File: config.mk
export PLATFORM = sky130hd
export DESIGN_NAME = hazard_forward_unit
export DESIGN_NICKNAME = d
export VERILOG_FILES = /design/src/rtl/hazard_forward_unit.sv
export SDC_FILE = /design/constraint.sdc
export NUM_CORES = 1
export LEC_CHECK = 0
export CAP_MARGIN = 30
export CORE_ASPECT_RATIO = 1.25
export CORE_UTILIZATION = 35
export CTS_BUF_LIST = sky130_fd_sc_hd__clkbuf_16
export DETAILED_ROUTE_END_ITERATION = 10
export GPL_ROUTABILITY_DRIVEN = 0
export HOLD_SLACK_MARGIN = 0.12
export MAX_ROUTING_LAYER = met4
export PLACE_DENSITY_LB_ADDON = 0.12
export SYNTH_ARGS = -nofsm -noshare
export SYNTH_HDL_FRONTEND = slang
export SYNTH_SLANG_ARGS = --single-unit
File: constraint.sdc
create_clock -name clk -period 2.1 [get_ports clk]
set_input_delay 0.21 -clock clk [delete_from_list [all_inputs] [get_ports clk]]
set_output_delay 0.21 -clock clk [all_outputs]
set_load 0.01 [all_outputs]
File: src/rtl/hazard_forward_unit.sv
`default_nettype none
// ============================================================================
// Module   : hazard_forward_unit
// Brief    : Operand-forwarding select and load-use stall generation for a
//            five-stage in-order pipeline. Tracks the EX, MEM and WB stages
//            internally and counts stall cycles with a saturating counter.
// Revision : 1.0 - initial release
// ============================================================================
module hazard_forward_unit #(
  parameter int REG_W    = 3,
  parameter int ZERO_REG = 1,
  parameter int CNT_W    = 16
) (
  input  logic             clk,
  input  logic             rst_n,
  input  logic             id_valid,
  input  logic [REG_W-1:0] id_rs1,
  input  logic [REG_W-1:0] id_rs2,
  input  logic [REG_W-1:0] id_rd,
  input  logic             id_we,
  input  logic             id_ld,
  input  logic             id_st,
  input  logic             flush,
  output logic [1:0]       fwd1,
  output logic [1:0]       fwd2,
  output logic             fwd3,
  output logic             stall,
  output logic [CNT_W-1:0] stall_cnt
);

  // Operand source encodings for fwd1/fwd2
  localparam logic [1:0] C_SEL_MEM = 2'd0;
  localparam logic [1:0] C_SEL_WB  = 2'd1;
  localparam logic [1:0] C_SEL_RF  = 2'd2;
  localparam logic [CNT_W-1:0] C_CNT_MAX = {CNT_W{1'b1}};

  // EX stage
  logic             r_ex_valid, r_ex_we, r_ex_ld, r_ex_st;
  logic [REG_W-1:0] r_ex_rs1, r_ex_rs2, r_ex_rd;
  // MEM stage (ld is carried for completeness of the stage record)
  logic             r_mem_valid, r_mem_we, r_mem_ld, r_mem_st;
  logic [REG_W-1:0] r_mem_rs2, r_mem_rd;
  // WB stage
  logic             r_wb_valid, r_wb_we;
  logic [REG_W-1:0] r_wb_rd;

  logic w_ex_live, w_mem_live, w_wb_live;
  logic w_load_use;

  // A producer only matters when it is a real, writing instruction; with
  // ZERO_REG set, writes to address 0 are discarded and so never forward.
  assign w_ex_live  = r_ex_valid  && r_ex_we  && ((ZERO_REG == 0) || (r_ex_rd  != '0));
  assign w_mem_live = r_mem_valid && r_mem_we && ((ZERO_REG == 0) || (r_mem_rd != '0));
  assign w_wb_live  = r_wb_valid  && r_wb_we  && ((ZERO_REG == 0) || (r_wb_rd  != '0));

  assign w_load_use = id_valid && w_ex_live && r_ex_ld &&
                      ((id_rs1 == r_ex_rd) || (id_rs2 == r_ex_rd));

  // Forwarding selects and stall; MEM is checked first so the youngest value wins
  always_comb begin
    fwd1  = C_SEL_RF;
    fwd2  = C_SEL_RF;
    fwd3  = 1'b1;
    stall = w_load_use && !flush;
    if (r_ex_valid) begin
      if (w_mem_live && (r_mem_rd == r_ex_rs1))     fwd1 = C_SEL_MEM;
      else if (w_wb_live && (r_wb_rd == r_ex_rs1))  fwd1 = C_SEL_WB;
      if (w_mem_live && (r_mem_rd == r_ex_rs2))     fwd2 = C_SEL_MEM;
      else if (w_wb_live && (r_wb_rd == r_ex_rs2))  fwd2 = C_SEL_WB;
    end
    if (r_mem_valid && r_mem_st && w_wb_live && (r_wb_rd == r_mem_rs2))
      fwd3 = 1'b0;
  end

  // Stage advance: stall or flush turns the incoming EX slot into a bubble
  always_ff @(posedge clk or negedge rst_n) begin
    if (!rst_n) begin
      r_ex_valid  <= 1'b0;
      r_ex_rs1    <= '0;
      r_ex_rs2    <= '0;
      r_ex_rd     <= '0;
      r_ex_we     <= 1'b0;
      r_ex_ld     <= 1'b0;
      r_ex_st     <= 1'b0;
      r_mem_valid <= 1'b0;
      r_mem_rs2   <= '0;
      r_mem_rd    <= '0;
      r_mem_we    <= 1'b0;
      r_mem_ld    <= 1'b0;
      r_mem_st    <= 1'b0;
      r_wb_valid  <= 1'b0;
      r_wb_rd     <= '0;
      r_wb_we     <= 1'b0;
    end else begin
      if (stall || flush) begin
        r_ex_valid <= 1'b0;
      end else begin
        r_ex_valid <= id_valid;
        r_ex_rs1   <= id_rs1;
        r_ex_rs2   <= id_rs2;
        r_ex_rd    <= id_rd;
        r_ex_we    <= id_we;
        r_ex_ld    <= id_ld;
        r_ex_st    <= id_st;
      end
      r_mem_valid <= r_ex_valid;
      r_mem_rs2   <= r_ex_rs2;
      r_mem_rd    <= r_ex_rd;
      r_mem_we    <= r_ex_we;
      r_mem_ld    <= r_ex_ld;
      r_mem_st    <= r_ex_st;
      r_wb_valid  <= r_mem_valid;
      r_wb_rd     <= r_mem_rd;
      r_wb_we     <= r_mem_we;
    end
  end

  // Saturating stall-cycle counter
  always_ff @(posedge clk or negedge rst_n) begin
    if (!rst_n) begin
      stall_cnt <= '0;
    end else if (stall && (stall_cnt != C_CNT_MAX)) begin
      stall_cnt <= stall_cnt + 1'b1;
    end
  end

endmodule
`default_nettype wire
Word level (Yosys, flattened, before mapping)
Cells that the tools add are included.

storage, ports and cells
  flip-flop bits (word level) = 43
  output and inout bits = 22

cells by class
  add/sub/neg operators = 1
  equality and inequality tests = 8
  multiplexer cells = 8
  reduce and logical (&&, ||, !) cells = 24

operators by type and width
  kind                                            count
  equality test 3 bit                             7
  logical AND 1 bit                               18
  adder 16 x 1 -> 16 bit (second input constant)  1
  != test 16 bit (second input constant)          1
  2-to-1 mux 2 bit                                6
  nonzero test 3 bit                              3
  logical OR 1 bit                                2
  2-to-1 mux 1 bit                                2
  zero test 1 bit                                 1

Depth between registers and ports, before layout
  depth after elaboration = 8
  mapped depth = 7

Worst setup path after synthesis
Ideal clock, no wire load.

  kind = register to register
  from = reg stall_cnt[0]
  to = reg stall_cnt[1]
  arrival = 1778 ps
  data required time = 1975 ps
  path slack = 197 ps
  cell stages (with the launch flop) = 7
  path buffers = 1
  clock period less this slack = 1903 ps
  cell sequence = dfrtp_1 ha_1 nand4_1 or4_1 o211a_1 buf_6 mux2_4

between the ends
  cells in the longest elaborated chain, start to end = 2

ends and longest elaborated chain
  what                                                            line  RTL
  from (decl)                                                     28    output logic [CNT_W-1:0] stall_cnt
  from (signal assigned)                                          123   stall_cnt <= stall_cnt + 1'b1;
  branches (longest 2 deep; another with adder 16 x 1 -> 16 bit)  --

Several ways; the timed one is not identified.
A chain may end at the register's enable or synchronous reset.

Worst setup path in the final report
  from = reg r_wb_rd[1]
  to = out fwd1[1]

between the ends
  cells in the longest elaborated chain, start to end = 6

ends and longest elaborated chain
  what                    line  RTL
  from (decl)             45    logic [REG_W-1:0] r_wb_rd;
  from (signal assigned)  113   r_wb_rd <= r_mem_rd;
  nonzero test 3 bit      54    assign w_wb_live = r_wb_valid && r_wb_we && ((ZERO_REG == 0) || (r_wb_rd != '0));
  logical AND 1 bit       54
  logical AND 1 bit (*)   67    else if (w_wb_live && (r_wb_rd == r_ex_rs1)) fwd1 = C_SEL_WB;
  2-to-1 mux 2 bit (*)    67
  2-to-1 mux 2 bit (*)    66    if (w_mem_live && (r_mem_rd == r_ex_rs1)) fwd1 = C_SEL_MEM;
  2-to-1 mux 2 bit (*)    65    if (r_ex_valid) begin
  to (decl)               24    output logic [1:0] fwd1,

Mark *: on every way between the ends. The rest lies on a longest branch, timed or not.

==> key figures <==
Setup path
  • Critical Path AT: 1.81 ns
  • Startpoint types: flip-flop
  • Crit Path Category: reg -> out
  • Reg2reg start: stall_cnt[1]
  • Worst reg2reg path depth: 5
  • Crit. End Element: output pin
  • Worst R2R End: stall_cnt[1]
  • Critical path peak fanout: 3
  • Reg2reg setup slack: 0.15 ns
  • Worst EP required: 1.89 ns

Hold path
  • Hold Path Class: reg -> reg
  • Min-delay src: r_ex_st
  • WHS Path Cells: 0
  • Hold worst-path end: r_mem_st

Layout
  • Share of layout cells above drive strength 1: 16.74%
  • Antenna diodes: 0
  • Final Non-Filler Cells: 279
  • Syn-to-layout area delta: 36.73%
  • Most common cell after layout, fill and taps aside: dfrtp_1
  • Most frequent cells in the layout: 42 x dfrtp_1, 30 x clkdlybuf4s50_1, 26 x xor2_1
  • Nets: 231

STA
  • Crit share post-route: 96.31%
  • WHS: 0.3778 ns
  • Min Tclk post-route: 2.023 ns
  • Final setup violation count: 0
  • Worst-margin pin slew: 0.5506 ns
  • Slew headroom: 63.30%
  • RSZ-0062 raised after global routing: false
  • Fmax: 494.4 MHz
  • Final Hold Fails: 0
  • Final slew viol count: 0
  • Worst Skew: 0.003910 ns

CTS
  • Clock latency at the later pin of the worst-skew pair: 0.28 ns
  • TritonCTS clock tree: yes
  • H-Tree Depth: 2
  • Clock tree buffer depth: 2
  • Num CTS Buffers: 5
  • CTS Sinks: 43
  • CTS root buf: clkbuf_16
  • Worst-path clk slew: 0.06 ns

GRT
  • First-pass GRT wire length: 6982 µm
  • GRT Util Overall: 16.66%
  • Vias in the first global route: 1519
  • Total gr overflow: 0
  • Initial antenna violation count: 0
  • Largest net degree at the start of global routing: 44

Run
  • Max Cap Viol: 0

Status
  • Status: finished, final reports clean

Yosys
  • Post-synthesis sequential area ratio: 55.13%
  • YS warnings: 0
  • Synth Register Bits: 43
  • Count of cell types in the netlist: 29
  • Cell Area, Synth: 1952 µm²
  • Syn Nets: 173
  • Post-Syn Instances: 156
  • Syn Area/Cell: 12.51 µm²

Detailed routing
  • DRC: 0
  • Vias: 1391
  • Post-DRT Antenna Nets: 0
  • Routed WL per cell: 15.01 µm
  • WL final: 4189 µm
  • Pre-antenna DRT Iters: 4
  • Via/cell ratio: 4.986
  • Initial DRC Count: 40

Floorplanning
  • Core area: 5405 µm²
  • Die area: 5881 µm²
  • Die Wd: 68.80 µm
  • # rows: 30
  • Num ports: 38
  • Initial Util: 36.11%
  • Die height: 85.49 µm

Power and ir drop
  • Leakage power: 1.161 nW
  • PD cells: 800.9 nW/µm²
  • Peak supply drop: 0.0004671 V

Place
  • Hpwl dp: 3114 µm
  • PortBufs: 37
  • Placed cells: 266
-- synth_stat cells, drive strengths merged --
library cell | n | share of area [%]
a2111o | 1 | 0.58
nand2 | 6 | 1.2
xor2 | 26 | 12
nand2b | 2 | 0.64
o211a | 1 | 0.51
inv | 2 | 0.38
o21ai | 1 | 0.45
or4 | 3 | 1.2
dfrtp | 43 | 55
nor4b | 1 | 0.45
nor4 | 6 | 1.9
and2 | 1 | 0.32
xnor2 | 8 | 3.6
or2 | 2 | 0.64
nand3 | 6 | 1.5
a21boi | 2 | 0.77
nand4 | 9 | 3.2
buf | 2 | 1.2
nor3 | 7 | 2.3
and2b | 1 | 0.51
mux2 | 15 | 8.8
or3 | 2 | 0.64
nor2 | 7 | 1.3
ha | 1 | 0.64
o311ai | 1 | 0.45
-- critical path, cell delays in order (launching register included) --
cell	delay, ns
dfrtp_2	0.43
buf_4	0.15
xor2_1	0.15
or4_1	0.52
a21boi_0	0.14
buf_2	0.16
-- metal layers --
layer / up-vias / share of wire [%] / GRT usage, %
met5: - / 0 / -
met4: 0 / 1.1 / 5.566
met3: 4 / 2.7 / 3.191
met2: 22 / 57 / 29.59
met1: 697 / 40 / 18.03
li1: 668 / - / -
-- flip-flops by register name, indices dropped and copies added (netlist names) --
name	count
r_mem_we	1
r_mem_rd	3
r_mem_st	1
r_mem_rs2	3
r_ex_st	1
r_ex_valid	1
r_wb_valid	1
r_wb_we	1
r_ex_rs1	3
r_ex_ld	1
r_ex_rs2	3
r_wb_rd	3
r_ex_we	1
r_mem_valid	1
stall_cnt	16
r_ex_rd	3
-- through the flow --
step	util (%)	power, mW	area [µm²]	setup WS [ns]	setup TNS [ns]
6_report	49.38	2.137	2669	0.07739	0
5_1_grt	49.38	2.228	2669	0.01590	0
4_1_cts	49.56	2.174	2679	0.004062	0
3_5_place_dp	45.46	1.171	2457	-0.02649	-0.1762
3_3_place_gp	45.46	1.163	2457	0.01512	0
2_1_floorplan	-	1.048	1952	0.1970	0
-- cell families (layout without fill, tap and decap cells) --
| logic type | count (synthesis) | count (layout) | share of synthesized area, % |
|---|---|---|---|
| DFF | 43 | 43 | 55.13 |
| muxes | 15 | 15 | 8.846 |
| buffers and inverters | 4 | 63 | 1.539 |
| and+or+nand+nor | 53 | 53 | 15.83 |
| xor gates and xnor gates | 34 | 34 | 15.26 |
| adders and majority gates | 1 | 1 | 0.6409 |
| AOI/OAI and AO/OA | 6 | 6 | 2.756 |
-- cell type report --
class / instances / area (µm²)
fillers: 496 / 2736
inverters: 2 / 7.507
clock inverters: 3 / 63.81
multi-input cells: 109 / 849.6
flip-flops and latches: 43 / 1077
clock buffers: 5 / 125.1
repair buffers: 53 / 465.4
well taps: 64 / 80.08
-- power breakdown --
group | internal [mW] | leakage, nW | switching, mW | total (mW)
clock network | 0.676 | 0.0952 | 0.294 | 0.970
logic | 0.125 | 0.524 | 0.102 | 0.227
registers | 0.887 | 0.541 | 0.0536 | 0.941
total | 1.69 | 1.16 | 0.449 | 2.14
-- timing repair --
action | in CTS | in global routing
endpoints found under the setup margin | 5 | 4
hold endpoints to repair | 43 | 0
gates resized for setup | 12 | 7
pin swaps | 1 | 1
buffers inserted | 4 | 0
hold buffers | 1 | 0
-- worst max-delay path by stage --
| stage | end | slack, ns | depth (start not counted) | from |
|---|---|---|---|---|
| after floorplan | stall_cnt[1] | 0.20 | 6 | stall_cnt[0] |
| after global placement | fwd1[0] | 0.02 | 5 | r_wb_rd[1] |
| after detailed placement | fwd1[1] | -0.03 | 5 | r_wb_rd[1] |
| after CTS | fwd1[0] | 0.004 | 5 | r_wb_rd[1] |
| after global routing | fwd1[1] | 0.02 | 5 | r_wb_rd[1] |
| final | fwd1[1] | 0.08 | 5 | r_wb_rd[1] |
Note: power is estimated with default switching activity, not from simulation.
